File: src/rtl/sd_wb_slave.sv
// rtl/sd_wb_slave.sv - Wishbone classic slave front-end of the SD host controller
// Define SD_WB_SLAVE_IRQ_EN to add sticky completion interrupts and the irq_o port.
module sd_wb_slave #(
  parameter int DATA_W = 128,
  parameter int ADR_W  = 5
) (
  input  logic              wb_clock,
  input  logic              reset,
  input  logic              strobe_i,
  input  logic              we_i,
  input  logic [ADR_W-1:0]  adr_i,
  input  logic [DATA_W-1:0] wb_data_i,
  output logic [DATA_W-1:0] wb_data_o,
  output logic              ack_o,
  output logic              error_o,
  output logic              cmd_start_o,
  output logic              data_start_o,
  input  logic              cmd_done_i,
  input  logic              data_done_i,
  output logic              cmd_busy_o,
  output logic              data_busy_o,
  output logic [DATA_W-1:0] cmd_arg_o,
  output logic [DATA_W-1:0] data_cfg_o,
  output logic              fifo_wr_en_o,
  output logic [DATA_W-1:0] fifo_wr_data_o,
  input  logic              fifo_full_i,
  output logic              fifo_rd_en_o,
  input  logic [DATA_W-1:0] fifo_rd_data_i,
  input  logic              fifo_empty_i
`ifdef SD_WB_SLAVE_IRQ_EN
  ,
  output logic              irq_o
`endif
);

  localparam logic [1:0] IDLE    = 2'd0;
  localparam logic [1:0] FIFO_RD = 2'd1;
  localparam logic [1:0] RESP    = 2'd2;
  localparam logic [1:0] RELEASE = 2'd3;

  localparam int unsigned ADR_CMD  = 16;
  localparam int unsigned ADR_FWR  = 17;
  localparam int unsigned ADR_FRD  = 18;
  localparam int unsigned ADR_DAT  = 19;
  localparam int unsigned ADR_IRQC = 15;

  logic [1:0]        state;
  logic [DATA_W-1:0] regs [16];

  int unsigned       adr;
  logic              take;
  logic              acc_err;
  logic              reg_wr;
  logic              rd_reg;
  logic              rd_status;
  logic              cmd_go;
  logic              data_go;
  logic              fifo_push;
  logic              fifo_pop;
  logic [DATA_W-1:0] status;

`ifdef SD_WB_SLAVE_IRQ_EN
  logic cmd_irq;
  logic data_irq;
  logic irq_clr;
  logic cmd_irq_nxt;
  logic data_irq_nxt;
`endif

  // Decode only while idle; every request is classified as exactly one action or an error.
  always_comb begin
    adr       = 32'(adr_i);
    take      = (state == IDLE) && strobe_i;
    acc_err   = 1'b0;
    reg_wr    = 1'b0;
    rd_reg    = 1'b0;
    rd_status = 1'b0;
    cmd_go    = 1'b0;
    data_go   = 1'b0;
    fifo_push = 1'b0;
    fifo_pop  = 1'b0;
    status    = '0;
    status[0] = cmd_busy_o;
    status[1] = data_busy_o;
`ifdef SD_WB_SLAVE_IRQ_EN
    status[2] = cmd_irq;
    status[3] = data_irq;
`endif
    if (take) begin
      if (adr < ADR_CMD) begin
        reg_wr = we_i;
        rd_reg = !we_i;
      end else if (adr == ADR_CMD) begin
        if (!we_i)           rd_status = 1'b1;
        else if (cmd_busy_o) acc_err   = 1'b1;
        else                 cmd_go    = 1'b1;
      end else if (adr == ADR_DAT) begin
        if (!we_i)            rd_status = 1'b1;
        else if (data_busy_o) acc_err   = 1'b1;
        else                  data_go   = 1'b1;
      end else if (adr == ADR_FWR) begin
        if (we_i && !fifo_full_i) fifo_push = 1'b1;
        else                      acc_err   = 1'b1;
      end else if (adr == ADR_FRD) begin
        if (!we_i && !fifo_empty_i) fifo_pop = 1'b1;
        else                        acc_err  = 1'b1;
      end else begin
        acc_err = 1'b1;
      end
    end
  end

  always_ff @(posedge wb_clock or negedge reset) begin
    if (!reset) begin
      for (int i = 0; i < 16; i++) regs[i] <= '0;
    end else if (reg_wr) begin
      regs[adr_i[3:0]] <= wb_data_i;
    end
  end

  assign cmd_arg_o  = regs[0];
  assign data_cfg_o = regs[1];

  always_ff @(posedge wb_clock or negedge reset) begin
    if (!reset) begin
      state          <= IDLE;
      ack_o          <= 1'b0;
      error_o        <= 1'b0;
      cmd_start_o    <= 1'b0;
      data_start_o   <= 1'b0;
      cmd_busy_o     <= 1'b0;
      data_busy_o    <= 1'b0;
      fifo_wr_en_o   <= 1'b0;
      fifo_rd_en_o   <= 1'b0;
      wb_data_o      <= '0;
      fifo_wr_data_o <= '0;
    end else begin
      cmd_start_o  <= cmd_go;
      data_start_o <= data_go;
      fifo_wr_en_o <= fifo_push;
      fifo_rd_en_o <= fifo_pop;

      // A start can only be accepted with the flag clear, so it safely overrides a done.
      if (cmd_go)           cmd_busy_o <= 1'b1;
      else if (cmd_done_i)  cmd_busy_o <= 1'b0;
      if (data_go)          data_busy_o <= 1'b1;
      else if (data_done_i) data_busy_o <= 1'b0;

      if (fifo_push) fifo_wr_data_o <= wb_data_i;

      if (rd_reg)                wb_data_o <= regs[adr_i[3:0]];
      else if (rd_status)        wb_data_o <= status;
      else if (state == FIFO_RD) wb_data_o <= fifo_rd_data_i;

      case (state)
        IDLE: begin
          if (strobe_i) begin
            if (fifo_pop) begin
              state <= FIFO_RD;
            end else begin
              state   <= RESP;
              ack_o   <= !acc_err;
              error_o <= acc_err;
            end
          end
        end
        FIFO_RD: begin
          ack_o <= 1'b1;
          state <= RESP;
        end
        RESP: begin
          ack_o   <= 1'b0;
          error_o <= 1'b0;
          state   <= RELEASE;
        end
        default: begin
          if (!strobe_i) state <= IDLE;
        end
      endcase
    end
  end

`ifdef SD_WB_SLAVE_IRQ_EN
  // Busy only falls on a done pulse while set; a same-edge clear loses to a new completion.
  assign irq_clr      = reg_wr && (adr == ADR_IRQC);
  assign cmd_irq_nxt  = (cmd_irq & ~irq_clr) | (cmd_busy_o & cmd_done_i);
  assign data_irq_nxt = (data_irq & ~irq_clr) | (data_busy_o & data_done_i);

  always_ff @(posedge wb_clock or negedge reset) begin
    if (!reset) begin
      cmd_irq  <= 1'b0;
      data_irq <= 1'b0;
      irq_o    <= 1'b0;
    end else begin
      cmd_irq  <= cmd_irq_nxt;
      data_irq <= data_irq_nxt;
      irq_o    <= cmd_irq_nxt | data_irq_nxt;
    end
  end
`endif

endmodule

File: config.mk
export PLATFORM = sky130hd
export DESIGN_NAME = sd_wb_slave
export DESIGN_NICKNAME = d
export VERILOG_FILES = /design/src/rtl/sd_wb_slave.sv
export SDC_FILE = /design/constraint.sdc
export NUM_CORES = 2
export LEC_CHECK = 0
export CAP_MARGIN = 0
export CELL_PAD_IN_SITES_DETAIL_PLACEMENT = 1
export CELL_PAD_IN_SITES_GLOBAL_PLACEMENT = 2
export CORE_MARGIN = 2
export CORE_UTILIZATION = 39
export DETAILED_ROUTE_END_ITERATION = 12
export PLACE_DENSITY = 0.76
export SKIP_LAST_GASP = 1
export SYNTH_ARGS = -nofsm -noshare
export SYNTH_HDL_FRONTEND = slang
export SYNTH_SLANG_ARGS = --single-unit
File: constraint.sdc
create_clock -name wb_clock -period 2.2 [get_ports wb_clock]
set_clock_uncertainty 0.05 [all_clocks]
set_input_delay 0.55 -clock wb_clock [delete_from_list [all_inputs] [get_ports wb_clock]]
set_output_delay 0.55 -clock wb_clock [all_outputs]
set_load 0.02 [all_outputs]
# After elaboration in Yosys (flattened, before gate mapping)
# Cells that the tools add are included.
# word_totals
in_bits	269
word_cells	125
regBits	2314
# classes
n_reduce_logical	17
mux	68
magnitude_cmp	3
n_eq_ne	9
bitwise_logic	1
# op_table
operator	count
$bwmux W2048	1
$mux W128	6
$bmux W128 S4	1
$demux W128 S4	1
$mux W1	53
$eq A5 B5 Y1 const B	4
$mux W2	3
$pmux W2 S3	1
$reduce_and A3 Y1	2
$reduce_bool A2 Y1	3
$reduce_bool A3 Y1	2
$ge A5 B5 Y1 const B	1
$lt A5 B1 Y1 const B	1
$lt A5 B5 Y1 const B	1
$not A4 Y5	1
$logic_and A1 B1 Y1	4
$logic_not A1 Y1	4
$ne A2 B2 Y1 const B	2
$ne A4 B1 Y1 const B	1
$pmux W1 S3	1
$eq A2 B1 Y1 const B	1
$eq A2 B2 Y1 const B	1
$logic_not A2 Y1	1
$pmux W1 S2	1
$reduce_and A2 Y1	1

# Longest topological paths before layout
# logic_depth
ltp_word	13
depth_mapped	9
ltp_nobuf	7

# Least setup slack after synthesis
# No wires, ideal clock.
# synth_path
kind	register to register
start	register state[1]
end	register regs[1643] (netlist bit)
t_required_ns	2.025
setup_slack_ns	-0.066
t_arrival_ns	2.091
path_buffers	2
stages_incl_launch_ff	10
cell_sequence	dfrtp_1 -> inv_1 -> ha_1 -> nand2_2 -> nor3_2 -> nand3_1 -> nor3_2 -> buf_2 -> buf_4 -> mux2_2
# synth_via
elab_chain_len	3
# synth_rtl
element	line_no	rtl
start: declaration	47	logic [1:0] state;
start signal: assignment	126	state <= IDLE;
start signal: assignment	159	state <= FIFO_RD;
start signal: assignment	161	state <= RESP;
$logic_not A2 Y1	73	take = (state == IDLE) && strobe_i;
$logic_and A1 B1 Y1	73	
$mux W1	89	if (take) begin
end signal: indexed assignment	117	regs[adr_i[3:0]] <= wb_data_i;
end: declaration	48	logic [DATA_W-1:0] regs [16];
# No other way between the ends.
# A chain may end at the register's enable or synchronous reset.

# Final worst setup path
# layout_path
start	register state[0]
end	register regs[566] (netlist bit)
# Same word-level chain as after synthesis.

==> run_results.csv <==
group,metric,value,unit
grt,antenna_found_initial,13,
finish,ff_latch_area,57910,um2
clocking,cts_root_buffer,"clkbuf_16",
logic_synthesis,netlist.area_leader.share,55.19,%
logic_synthesis,yosys.area.top_type,"dfrtp_1",
placed_design,dpl-instance-area,120300,um2
grt,grt_pass1_wl,480600,um
logic_synthesis,synth_edf_count,0,
logic_synthesis,syn_area_per_cell,15.88,um2
worst_setup_path,cp-start-kind,"flop",
logic_synthesis,yosys-top-cells-area,"dfrtp_1, mux2_2, mux4_2",
worst_setup_path,critPathBufInv,6,
floorplanning,fp.coreArea,267700,um2
floorplanning,die_h,522.7,um
clocking,cts.sinks,2314,
power,pwr-share-clk,37.7,%
finish,nets,7966,
worst_setup_path,crit_type,"flop to flop",
logic_synthesis,synth_ff_type,"dfrtp_1",
grt,grt_max_degree,83,
logic_synthesis,synth_cells,6606,
logic_synthesis,synth_cell_type_count,44,
outcome,failed_checks,"negative setup slack",
drt,drc,0,
worst_setup_path,crit_end,"regs[566]",
worst_setup_path,cp_slowest_stage_delay,400,ps
clocking,clock_path_buffers,4,
logic_synthesis,ys_ff_latch,2314,
run,cap_violations,0,
worst_setup_path,required,2900,ps
timing,fin_crit,2635,ps
timing,final.setup.worst_slack,-435.2,ps
finish,utilization,50.04,%
placed_design,gp_routability_congestion,0.7704,
power,internal_power,88.95,mW
worst_setup_path,arrival,3340,ps
drt,drt_wl_total,326100,um
worst_setup_path,regToRegSetupSlack,-440,ps
clocking,clk_latency,950,ps
outcome,outcome,"complete, but fails checks",
floorplanning,die_area,273200,um2
grt,grt_pass1_vias,71520,
power,net-switching-power,32.36,mW
floorplanning,fp-row-count,190,
timing,rsz0062_at_grt,"yes",
timing,finalCritPeriodShare,119.8,%
placed_design,placedCellCount,10800,
placed_design,dpl_worst_slack,-1077,ps
timing,maxSlewViolCount,0,
timing,tightest_slew,905.1,ps
grt,overflow,0,
worst_setup_path,ff2ff_path_depth,12,
timing,holdWs,195.3,ps
logic_synthesis,synth_nets,6880,
worst_setup_path,cpLargestDelayFamily,"buffers and inverters",
worst_setup_path,startpoint,"state[0]",
worst_setup_path,timing.rr.end,"regs[566]",
timing,max_freq,0.3795,GHz
drt,dr.pass1.iters,5,
timing,hold_viol_final,0,
power,leakage,63.93,nW
power,p_seq_share,43.1,%
power,powerDensity,905.6,nW/um2
logic_synthesis,synth_area,104900,um2
timing,setup_viol,2598,
power,ir_drop,0.8044,mV
logic_synthesis,synthArstFlopShare,100.0,%
drt,vias,63400,
grt,grt_use_total,23.19,%
logic_synthesis,synth_warnings,0,
worst_setup_path,crit_path_end_kind,"flop",
hold_path,hp-class,"input port to flop",
worst_setup_path,r2r-start,"state[0]",
finish,final_area,134000,um2
floorplanning,die_w,522.7,um
worst_setup_path,path_cells,"inv_2 > ha_4 > nand2_4 > nor3_4 > buf_6 > nand3_4 > buf_12 > nor2_4 > buf_12 > buf_16 > buf_16 > mux2_4",
worst_setup_path,crit_fanout,8,
power,netSwitchingFraction,26.68,%
drt,drtIter0Drc,3258,
clocking,cts.clk_slew.worst_paths,60,ps
finish,multi_input_area,43140,um2
finish,syn_to_final_growth,27.68,%
finish,final-instance-count-excl-fill,11440,
drt,avgViaCountPerCell,5.543,
placed_design,portBuffers,788,
drt,wl_per_cell,28.51,um
floorplanning,initial_utilization,39.20,%
power,combPwrFrac,19.3,%
finish,final_layout_size_suffix_gt1_share,52.20,%
drt,ant_nets,0,
clocking,cts_max_level,5,
worst_setup_path,cp_num_cells,12,
timing,max_slew_margin,39.66,%
clocking,cts_buffers,276,
logic_synthesis,synth_seq_area_share,55.19,%
floorplanning,ios,789,
clocking,cts_tree,"yes",
worst_setup_path,crit_slowest_cell,"dfrtp_1",
placed_design,hpwl,209500,um
finish,fillCellCount,25220,
## worst min path at each step
stage / startpoint / endpoint / slack [ps] / depth (start not counted)
finish: fifo_rd_data_i[40] / wb_data_o[40] / 200 / 3
CTS: fifo_rd_data_i[40] / wb_data_o[40] / 110 / 3
floorplan: reset / ack_o / 200 / 0
global placement: regs[1486] / regs[1486] / 430 / 1
detailed placement: regs[1276] / regs[1276] / 440 / 1
global route: fifo_rd_data_i[40] / wb_data_o[40] / 180 / 3
## cells in the mapped netlist (3+ instances only)
library cell,count
a21o_1,3
a21oi_1,7
a22o_1,252
a2bb2oi_1,126
and2_1,3
buf_1,5
buf_2,193
buf_4,355
buf_6,69
clkbuf_1,231
dfrtp_1,2314
ha_1,5
inv_1,9
mux2_2,2068
mux2_4,109
mux2i_1,12
mux4_2,508
nand2_1,12
nand2b_1,3
nand3_1,4
nor2_1,17
nor2b_1,8
nor3_1,9
o21ai_0,133
o21ai_1,126
## sequential cells by signal, summed over array words and instances, names as in the netlist
name and count:
fifo_wr_data_o 128, data_cfg_o 128, state 2, error_o 1
fifo_wr_en_o 1, wb_data_o 128, regs 1792, ack_o 1
cmd_busy_o 1, data_start_o 1, cmd_arg_o 128, cmd_start_o 1
data_busy_o 1, fifo_rd_en_o 1
## power groups by stage
| stage | Combinational [mW] | Clock (mW) | Sequential [mW] |
|---|---|---|---|
| final | 23.4 | 45.7 | 52.2 |
| after detailed placement | 23.0 | 0 | 52.7 |
| after global placement | 22.3 | 0 | 52.3 |
| after global routing | 24.9 | 48.5 | 52.9 |
| after floorplan | 12.4 | 0 | 53.2 |
| after CTS | 23.4 | 46.8 | 52.1 |
## placed cells by master, fill, tap and decap left out, types with 5 or more instances in the layout
cell                n
nor2b_1             6
mux2_2           1731
dlygate4sd2_1      16
clkbuf_16         314
inv_1               6
o21ai_1           126
clkinvlp_4          5
a21oi_1             7
inv_6               8
nand2_1             6
buf_6              27
bufinv_16          18
buf_4             505
nor2_4             10
buf_12            247
clkdlybuf4s50_1   616
nor2_1              8
buf_16             61
dfrtp_1          2309
nor3_1              6
clkbuf_4            5
o21ai_0           133
clkbuf_8           68
mux4_2            508
a2bb2oi_1         126
dfrtp_2             5
clkbuf_2           41
clkbuf_1           49
dlymetal6s2s_1     56
a22o_1            252
buf_8              25
buf_2              26
mux2i_1            12
nand2_4             5
diode_2             5
clkinv_2           37
mux2_4            446
## stage by stage
stage | setup TNS (ps) | power, mW
final | -628680 | 121.3
after global routing | -744660 | 126.3
after CTS | -811970 | 122.3
after detailed placement | -1890830 | 75.68
after global placement | -2024900 | 74.56
after floorplan | -1597 | 65.61
## kinds of logic (layout without fill, tap and decap cells)
logic type	after synthesis	in the layout	synth area share (%)
DFF	2314	2314	55.19
other	0	5	0
adders and majority gates	5	5	0.05963
buffers and inverters	864	2139	5.096
muxes	2698	2698	34.79
and+or+nand+nor	67	67	0.3339
xor gates and xnor gates	1	1	0.008349
AOI/OAI and AO/OA	657	657	4.526
## worst register-to-register path: stages (launching register included)
cell and delay, ps:
dfrtp_1 400, inv_2 90, ha_4 150, nand2_4 60, nor3_4 240, buf_6 180
nand3_4 140, buf_12 170, nor2_4 160, buf_12 140, buf_16 180, buf_16 240
mux2_4 320
## final cells by class
type                            instances  area share, %
Sequential cell                      2314          43.23
Multi-Input combinational cell       3428          32.21
Inverter                               10        0.03176
Antenna cell                            5       0.009340
Clock buffer                          398          6.085
Clock inverter                         69         0.6286
Tap cell                             3552          3.318
Timing Repair Buffer                 1662          14.49
## layer usage
layer | wire length [um] | track usage, %
met1 | 142100 | 31.49
met2 | 160400 | 38.58
met3 | 14890 | 3.693
met4 | 8706 | 6.254
met5 | 43 | 0
## what timing repair did
action / in CTS / in global routing
pin swaps: 6 / 8
cloned: 36 / 37
endpoints found under the setup margin: 2705 / 2783
hold buffers: 1 / 0
endpoints found under the hold margin: 546 / 0
resized for setup: 288 / 609
buffers inserted: 54 / 53
(Power assumes the default switching activity.)
